`src/rtl/multi_edge_detector.sv`:
```
// Multi-channel synchroniser, debounce filter and edge/event detector.
// Optional macro EDGE_DEBOUNCE_EN builds the per-channel debounce counters.
module multi_edge_detector #(
    parameter int   CHANNELS        = 4,
    parameter int   SYNC_STAGES     = 2,
    parameter int   DEBOUNCE_CYCLES = 1_000_000,
    parameter logic INIT_LEVEL      = 1'b0
) (
    input  logic                clk,
    input  logic                reset,
    input  logic [CHANNELS-1:0] signal_in,
    input  logic [CHANNELS-1:0] flag_clear,
    output logic [CHANNELS-1:0] signal_out,
    output logic [CHANNELS-1:0] rising_edge,
    output logic [CHANNELS-1:0] falling_edge,
    output logic [CHANNELS-1:0] event_flags,
    output logic                irq
);

    if (CHANNELS < 1 || CHANNELS > 32 ||
        SYNC_STAGES < 2 || SYNC_STAGES > 4 ||
        DEBOUNCE_CYCLES < 1) begin : gBadParam
        $error("multi_edge_detector: parameter out of range");
    end

    logic [SYNC_STAGES-1:0][CHANNELS-1:0] syncChain;
    logic [CHANNELS-1:0] syncBit;
    logic [CHANNELS-1:0] stable;
    logic [CHANNELS-1:0] accept;
    logic [CHANNELS-1:0] riseNext;
    logic [CHANNELS-1:0] fallNext;

    assign syncBit    = syncChain[SYNC_STAGES-1];
    assign signal_out = stable;

    // Shift raw inputs through the metastability chain.
    always_ff @(posedge clk or posedge reset) begin
        if (reset) begin
            syncChain <= {(SYNC_STAGES*CHANNELS){INIT_LEVEL}};
        end else begin
            syncChain <= {syncChain[SYNC_STAGES-2:0], signal_in};
        end
    end

`ifdef EDGE_DEBOUNCE_EN
    localparam int CNT_W = $clog2(DEBOUNCE_CYCLES + 1);
    localparam logic [CNT_W-1:0] CNT_LAST = CNT_W'(DEBOUNCE_CYCLES - 1);

    logic [CHANNELS-1:0][CNT_W-1:0] cnt;
    logic [CHANNELS-1:0][CNT_W-1:0] cntNext;

    // Count consecutive cycles of disagreement; accept on the last one.
    always_comb begin
        cntNext = '0;
        accept  = '0;
        for (int i = 0; i < CHANNELS; i++) begin
            if (syncBit[i] != stable[i]) begin
                if (cnt[i] == CNT_LAST) begin
                    accept[i] = 1'b1;
                end else begin
                    cntNext[i] = cnt[i] + 1'b1;
                end
            end
        end
    end

    // Debounce counter registers.
    always_ff @(posedge clk or posedge reset) begin
        if (reset) begin
            cnt <= '0;
        end else begin
            cnt <= cntNext;
        end
    end
`else
    // Without the filter every synchronised change is taken at once.
    always_comb begin
        accept = syncBit ^ stable;
    end
`endif

    // Direction of each accepted transition.
    always_comb begin
        riseNext = accept & syncBit;
        fallNext = accept & ~syncBit;
    end

    // Clean level, edge pulses, sticky flags (set beats clear) and irq.
    always_ff @(posedge clk or posedge reset) begin
        if (reset) begin
            stable       <= {CHANNELS{INIT_LEVEL}};
            rising_edge  <= '0;
            falling_edge <= '0;
            event_flags  <= '0;
            irq          <= 1'b0;
        end else begin
            stable       <= stable ^ accept;
            rising_edge  <= riseNext;
            falling_edge <= fallNext;
            event_flags  <= (event_flags & ~flag_clear) | riseNext | fallNext;
            irq          <= |event_flags;
        end
    end

endmodule

```
`config.mk`:
```
export PLATFORM = sky130hd
export DESIGN_NAME = multi_edge_detector
export DESIGN_NICKNAME = d
export VERILOG_FILES = /design/src/rtl/multi_edge_detector.sv
export SDC_FILE = /design/constraint.sdc
export NUM_CORES = 1
export LEC_CHECK = 0
export BUFFER_PORTS_ARGS = -buffer_cell sky130_fd_sc_hd__buf_2
export CAP_MARGIN = 40
export CORE_MARGIN = 3
export CORE_UTILIZATION = 45
export CTS_BUF_LIST = sky130_fd_sc_hd__clkbuf_16
export CTS_CLUSTER_DIAMETER = 50
export DETAILED_ROUTE_END_ITERATION = 8
export GPL_TIMING_DRIVEN = 0
export PLACE_DENSITY = 0.72
export SYNTH_ARGS = -nofsm -noshare
export SYNTH_HDL_FRONTEND = slang
export SYNTH_SLANG_ARGS = --single-unit
```
`constraint.sdc`:
```
create_clock -name clk -period 1.3 [get_ports clk]
set_clock_uncertainty 0.2 [all_clocks]
set_input_delay 0.325 -clock clk [delete_from_list [all_inputs] [get_ports clk]]
set_output_delay 0.325 -clock clk [all_outputs]
set_load 0.02 [all_outputs]
```
After elaboration in Yosys (flattened, before gate mapping)
Index checks and enable logic that the tools add are counted.
{"block": "totals", "register_bits": 25, "in_bits": 10, "out_inout_bits": 17, "wordCells": 17}
{"block": "op_classes", "bitwise": 9, "reduce_logical": 1}
{"cell": "$and 4x4->4", "count": 3}
{"cell": "$not 4->4", "count": 2}
{"cell": "$or 4x4->4", "count": 2}
{"cell": "$xor 4x4->4", "count": 2}
{"cell": "$reduce_or 4->1", "count": 1}

Logic depth before layout (Yosys ltp)
Gate-level depths: netlist of run 1.
{"block": "logic_depth", "ltp_word": 4, "mapped_depth": 4}

Worst setup path before layout of run 1
OpenSTA, ideal clock, no wires.
{"block": "synth_timing", "path_kind": "reg-to-reg", "startpoint": "register stable[0], in the netlist signal_out[0]", "endpoint": "register stable[0], in the netlist signal_out[0]", "setup_time_ns": 0.131, "t_arrival_ns": 0.961, "path_slack_ns": 0.008, "path_stages_with_launch": 4, "synth_period_minus_slack_ns": 1.292, "cell_sequence": "dfrtp_1 inv_1 ha_1 xnor2_1"}
{"block": "synth_between", "elab_chain_len": 2}
{"element": "start: declaration", "line": "28", "rtl": "logic [CHANNELS-1:0] stable;"}
{"element": "start signal: assignment", "line": "91", "rtl": "stable <= {CHANNELS{INIT_LEVEL}};"}
{"element": "start signal: assignment", "line": "97", "rtl": "stable <= stable ^ accept;"}
{"element": "$xor 4x4->4", "line": "78", "rtl": "accept = syncBit ^ stable;"}
{"element": "$xor 4x4->4 *", "line": "97"}
Mark *: on every way between the ends. The rest lies on a longest branch, timed or not.

Worst setup path in the final report of run 1
{"block": "layout_timing", "startpoint": "register stable[3], in the netlist signal_out[3]", "endpoint": "output signal_out[3]"}
{"element": "end: declaration", "line": "13", "rtl": "output logic [CHANNELS-1:0] signal_out,"}
No word-level cell between the ends.

==> impl_metrics.yaml, run 1 <==
cts:
  cts_buffers: 3
  cts-root-buf: "clkbuf_16"
  htreeDepth: 1
  cts.sinks: 25
  clk_latency_ns: 0.25
  clk_pin_slew_worst_paths_ns: 0.06
  clk_path_buf_depth: 2
  cts_tree: "done"
final_layout:
  fin_nets: 119
  num_antenna_cells: 0
  multi_input_area_um2: 196
  utilization: 0.757
  final_area_um2: 1340
  area_growth_pct: 56.9
  drive_above_1_share: 0.390
  seq_area_um2: 626
  fillers: 123
floorplan:
  design.core.area_um2: 1760
  dieHeight_um: 49.5
  core.rowCount: 15
  die-area_um2: 2450
  start_util: 0.482
  ioPinCount: 27
  die_w_um: 49.5
setup_path:
  start_kind: "flop"
  cp_slowest_cell: "dfrtp_1"
  r2r_cells: 4
  r2r-end: "signal_out[1]"
  r2r_start: "signal_out[1]"
  worstPathArrival_ns: 0.79
  crit_family: "flip-flops"
  critPathBufInv: 1
  slowest_delay_ns: 0.40
  critPathRequiredTime_ns: 0.77
  startpoint: "signal_out[3]"
  critPathMaxFanout: 2
  path_class: "reg -> out"
  worst_setup_path_end_kind: "primary output"
  crit_cells: 1
  worst-r2r-setup-slack_ns: 0.02
  path_cells: "buf_6"
global_route:
  grt-ovfl-total: 0
  grt_pass1_wl_um: 2130
  grt_usage: 0.118
  antenna_found_initial: 0
  grt_pass1_vias: 539
  grt_max_degree: 23
logic_synthesis:
  synth_mux_area_frac: 0
  synth_compound_area_frac: 0.0235
  syn_area_um2: 851
  ys.warnings.count: 0
  ys_types: 7
  syn_avg_cell_area_um2: 14.4
  seq_area_frac_synth: 0.735
  synthCells: 59
  synth_xor_area_frac: 0.0412
  synth_fa_ha_area_frac: 0.118
  ys_seq_elements: 25
  synth-simple-area-share: 0.0250
  synth_top_family_by_area: "adder cells"
  synth_nets: 77
route:
  num_vias: 540
  drtIter0Drc: 2
  drcViolationCount: 0
  wl_per_cell_um: 12.2
  wl_um: 1530
  detail-route-antenna-nets: 0
  drt-pass1-iter-count: 2
  vias_per_cell: 4.32
timing:
  worstMarginPinSlew_ns: 0.254
  finalHoldViolations: 0
  finalSetupViolations: 8
  setup_ws_ns: -0.0119
  worst_slew_margin_rel: 0.831
  fin_crit_ns: 1.31
  drv_slew: 0
  fin_hold_ws_ns: 0.0350
  rsz0062_at_grt: "true"
  post-route-period-util: 1.01
  fmax_mhz: 762
min_path:
  hold_depth: 2
  hold_start: "flag_clear[2]"
  hold_path_end: "event_flags[2]"
  hold_path.class: "in -> reg"
pwr:
  ir_worst_vdd_mv: 1.35
  powerDensity_nw_per_um2: 2320
  total_power_uw: 3100
  power.leakage_uw: 0.000694
placement:
  io_buffer_count: 26
  place_area_um2: 1040
  hpwl_um: 967
  globalplace.congestion: 0.663
status:
  violations: "negative setup slack"
  status: "complete, but fails checks"
run:
  drv_cap: 0
==> stage by stage <==
step	instances	worst slack [ns]	setup TNS (ns)
floorplan	59	0.00828	0
global placement	110	-0.0120	-0.281
detailed placement	111	0.103	0
CTS	125	-0.0146	-0.0603
global route	125	-0.0396	-0.391
finish	125	-0.0119	-0.0414
==> state kept, by name, summed over array words and instances, names as in the netlist <==
register	flops
rising_edge	4
irq	1
falling_edge	4
syncChain	4
event_flags	4
signal_out	4
syncBit	4
==> final cells by class <==
| cell class | instances | area share |
|---|---|---|
| repair buffers | 37 | 0.264 |
| multi-input cells | 21 | 0.147 |
| clock inverters | 1 | 0.00375 |
| well taps | 25 | 0.0234 |
| clock buffers | 3 | 0.0562 |
| flip-flops and latches | 25 | 0.469 |
| inverters | 13 | 0.0366 |
==> metal layers <==
layer  GRT usage  share of wire  vias up
li1            -              -      259
met5           0              0        -
met4      0.0553         0.0092        0
met1       0.121           0.35      258
met3      0.0332          0.052        2
met2       0.219           0.59       21
==> power by group <==
part / switching, uW / internal, uW
clock network: 241 / 413
logic: 630 / 703
registers: 127 / 990
total: 997 / 2110
==> synthesized netlist by cell type <==
cell,instances,area (um^2)
dfrtp_1,25,626
inv_1,13,48.8
ha_1,8,100
nor2_1,4,15.0
o21ai_1,4,20.0
xnor2_1,4,35.0
nand4_1,1,6.26
==> cells in the final DEF, fill, tap and decap left out, types with 3 or more instances in the layout <==
master,count
xnor2_1,3
inv_1,12
buf_4,3
buf_6,18
clkbuf_16,3
nor2_1,4
dfrtp_1,25
dlygate4sd3_1,5
buf_2,10
o21ai_1,4
ha_1,7
==> cell families (layout without fill, tap and decap cells) <==
| group | count (synthesis) | after routing |
|---|---|---|
| flip-flops | 25 | 25 |
| buffers and inverters | 13 | 54 |
| adder cells (fa/ha/maj) | 8 | 8 |
| AND/OR/NAND/NOR | 5 | 5 |
| AO/OA/AOI/OAI | 4 | 4 |
| XOR/XNOR | 4 | 4 |
==> worst max path at each step <==
stage / endpoint / slack, ns
after CTS: event_flags[2] / -0.01
final: signal_out[3] / -0.01
after floorplan: signal_out[0] / 0.008
after global placement: signal_out[0] / -0.01
after detailed placement: signal_out[2] / 0.10
after global routing: signal_out[2] / -0.04
==> timing repair <==
action	4_1_cts	5_1_grt
resized for setup	24	13
cloned	0	0
hold buffers	5	0
setup buffers	5	0
endpoints found under the hold margin	7	0
endpoints found under the setup margin	12	21
pin swaps	0	3
Power figures use the tool's default switching activity.
==> inputs of run 2 (changes only) <==
--- a/config.mk
+++ b/config.mk
@@ -5,6 +5,7 @@
 export SDC_FILE = /design/constraint.sdc
 export NUM_CORES = 1
 export LEC_CHECK = 0
+export ABC_AREA = 1
 export BUFFER_PORTS_ARGS = -buffer_cell sky130_fd_sc_hd__buf_2
 export CAP_MARGIN = 40
 export CORE_MARGIN = 3
@@ -13,7 +14,8 @@
 export CTS_CLUSTER_DIAMETER = 50
 export DETAILED_ROUTE_END_ITERATION = 8
 export GPL_TIMING_DRIVEN = 0
-export PLACE_DENSITY = 0.72
+export PLACE_DENSITY = 0.71
 export SYNTH_ARGS = -nofsm -noshare
 export SYNTH_HDL_FRONTEND = slang
 export SYNTH_SLANG_ARGS = --single-unit
+export TNS_END_PERCENT = 100
==> impl_metrics.yaml, run 2 <==
status:
  status: "complete, but fails checks"
  violations: "negative setup slack"
floorplan:
  die-area_um2: 2550
  design.core.area_um2: 1800
  core.rowCount: 15
  ioPinCount: 27
  die_w_um: 50.5
  start_util: 0.494
  dieHeight_um: 50.5
cts:
  htreeDepth: 1
  clk_path_buf_depth: 2
  cts-root-buf: "clkbuf_16"
  cts_tree: "done"
  cts.sinks: 25
  clk_pin_slew_worst_paths_ns: 0.06
  cts_buffers: 3
  clk_latency_ns: 0.25
placement:
  hpwl_um: 950
  post-place-ws_ns: 0.108
  io_buffer_count: 26
  globalplace.congestion: 0.662
pwr:
  ir_worst_vdd_mv: 1.46
  power.leakage_uw: 0.000766
  powerDensity_nw_per_um2: 2240
final_layout:
  num_antenna_cells: 0
  fin_nets: 142
  area_growth_pct: 59.1
  drive_above_1_share: 0.398
  mostFrequentLayoutCells: "dfrtp_1, nand2_1, buf_6"
  layout.cells.most_common: "dfrtp_1"
setup_path:
  r2r_start: "signal_out[3]"
  r2r_cells: 6
  worstPathArrival_ns: 0.79
  startpoint: "signal_out[0]"
  worst-r2r-setup-slack_ns: 0.05
  cp_slowest_cell: "dfrtp_1"
  slowest_delay_ns: 0.40
  start_kind: "flop"
  worst_setup_path_end_kind: "primary output"
  path_class: "reg -> out"
  critPathRequiredTime_ns: 0.77
  critPathBufInv: 1
  critPathMaxFanout: 2
  crit_family: "flip-flops"
  r2r-end: "signal_out[3]"
  path_cells: "buf_6"
  crit_cells: 1
  endpoint: "signal_out[0]"
logic_synthesis:
  syn_area_um2: 891
  synth_nets: 95
  synth_top_area_frac: 0.702
  ys_seq_elements: 25
  synth_edf_count: 0
  ys.warnings.count: 0
  synthCells: 77
  synth.largest_area_cell: "dfrtp_1"
  syn_avg_cell_area_um2: 11.6
  ys_types: 6
  synth_area_leaders: "dfrtp_1, ha_1, nand2_1"
  synthFlopType: "dfrtp_1"
  seq_area_frac_synth: 0.702
  async_reset_ff_frac: 1.00
  synth_common_cells: "dfrtp_1, nand2_1, inv_1, ha_1, nor2_1"
  yosysMostFrequentCell: "dfrtp_1"
route:
  drtIter0Drc: 4
  vias_per_cell: 4.27
  detail-route-antenna-nets: 0
  num_vias: 632
  wl_per_cell_um: 10.4
  drcViolationCount: 0
  wl_um: 1540
  drt-pass1-iter-count: 4
global_route:
  antenna_found_initial: 0
  grt_pass1_wl_um: 2470
  grt_max_degree: 17
  grt_usage: 0.136
  grt_pass1_vias: 604
  grt-ovfl-total: 0
timing:
  worst_slew_margin_rel: 0.849
  setup_ws_ns: -0.0190
  worstMarginPinSlew_ns: 0.227
  finalSetupViolations: 6
  rsz0062_at_grt: "true"
  fin_crit_ns: 1.32
  drv_slew: 0
  fmax_mhz: 758
  fin_hold_ws_ns: 0.0979
  finalHoldViolations: 0
  post-route-period-util: 1.01
run:
  drv_cap: 0
min_path:
  hold_start: "flag_clear[1]"
  hold_path.class: "in -> reg"
-- run 2: changes by cell type after synthesis --
cell | previous run | this run
nand2_1 | 0 | 21
o21ai_1 | 4 | 0
xnor2_1 | 4 | 0
inv_1 | 13 | 15
inv_2 | 0 | 2
nor2_1 | 4 | 6
nand4_1 | 1 | 0
-- run 2: where the power goes --
group / switching (uW) / internal, uW
combinational: 667 / 741
sequential: 131 / 984
clock: 241 / 413
total: 1040 / 2140
-- run 2: metal layers --
layer	global-route usage	up-vias	wire length, um	part of all wire
li1	-	315	-	-
met1	0.140	293	587	0.38
met2	0.246	20	824	0.54
met3	0.0326	4	89	0.058
met4	0.0807	0	33	0.021
met5	0	-	0	0
-- run 2: stage by stage --
| stage | cell area (um^2) | instances | TNS (ns) | total power [uW] | utilization |
|---|---|---|---|---|---|
| 2_1_floorplan | 891 | 77 | 0 | 1670 | - |
| 3_3_place_gp | 1050 | 128 | -0.459 | 1910 | 0.584 |
| 3_5_place_dp | 1070 | 129 | 0 | 1950 | 0.592 |
| 4_1_cts | 1330 | 146 | -0.0580 | 3010 | 0.740 |
| 5_1_grt | 1420 | 148 | -0.344 | 3390 | 0.787 |
| 6_report | 1420 | 148 | -0.0484 | 3180 | 0.787 |
-- run 2: repair_timing --
action                     CTS  global route
pin swaps                    0             3
hold endpoints to repair    13             0
resized for setup           24            18
setup endpoints to repair   12            37
hold buffers                 5             0
buffers inserted             8             2
-- run 2: kinds of logic after synthesis --
group / after synthesis / synth area share
adders and majority gates: 8 / 0.112
buffers and inverters: 17 / 0.0716
DFF: 25 / 0.702
and+or+nand+nor: 27 / 0.114
-- run 2: how the worst min path moves through the flow --
stage / end / slack [ns] / cells past startpoint
after floorplan: syncBit[0] / 0.13 / 0
after global placement: syncBit[1] / 0.13 / 0
after detailed placement: signal_out[1] / 0.13 / 2
after CTS: event_flags[3] / 0.1 / 4
after global routing: event_flags[2] / 0.13 / 4
final: event_flags[1] / 0.1 / 4
-- run 2: layout make-up --
type | count | area, um^2
Multi-Input combinational cell | 35 | 229
Clock inverter | 1 | 5.00
Fill cell | 111 | 384
Tap cell | 25 | 31.3
Timing Repair Buffer | 42 | 384
Sequential cell | 25 | 626
Clock buffer | 3 | 75.1
Inverter | 17 | 67.6
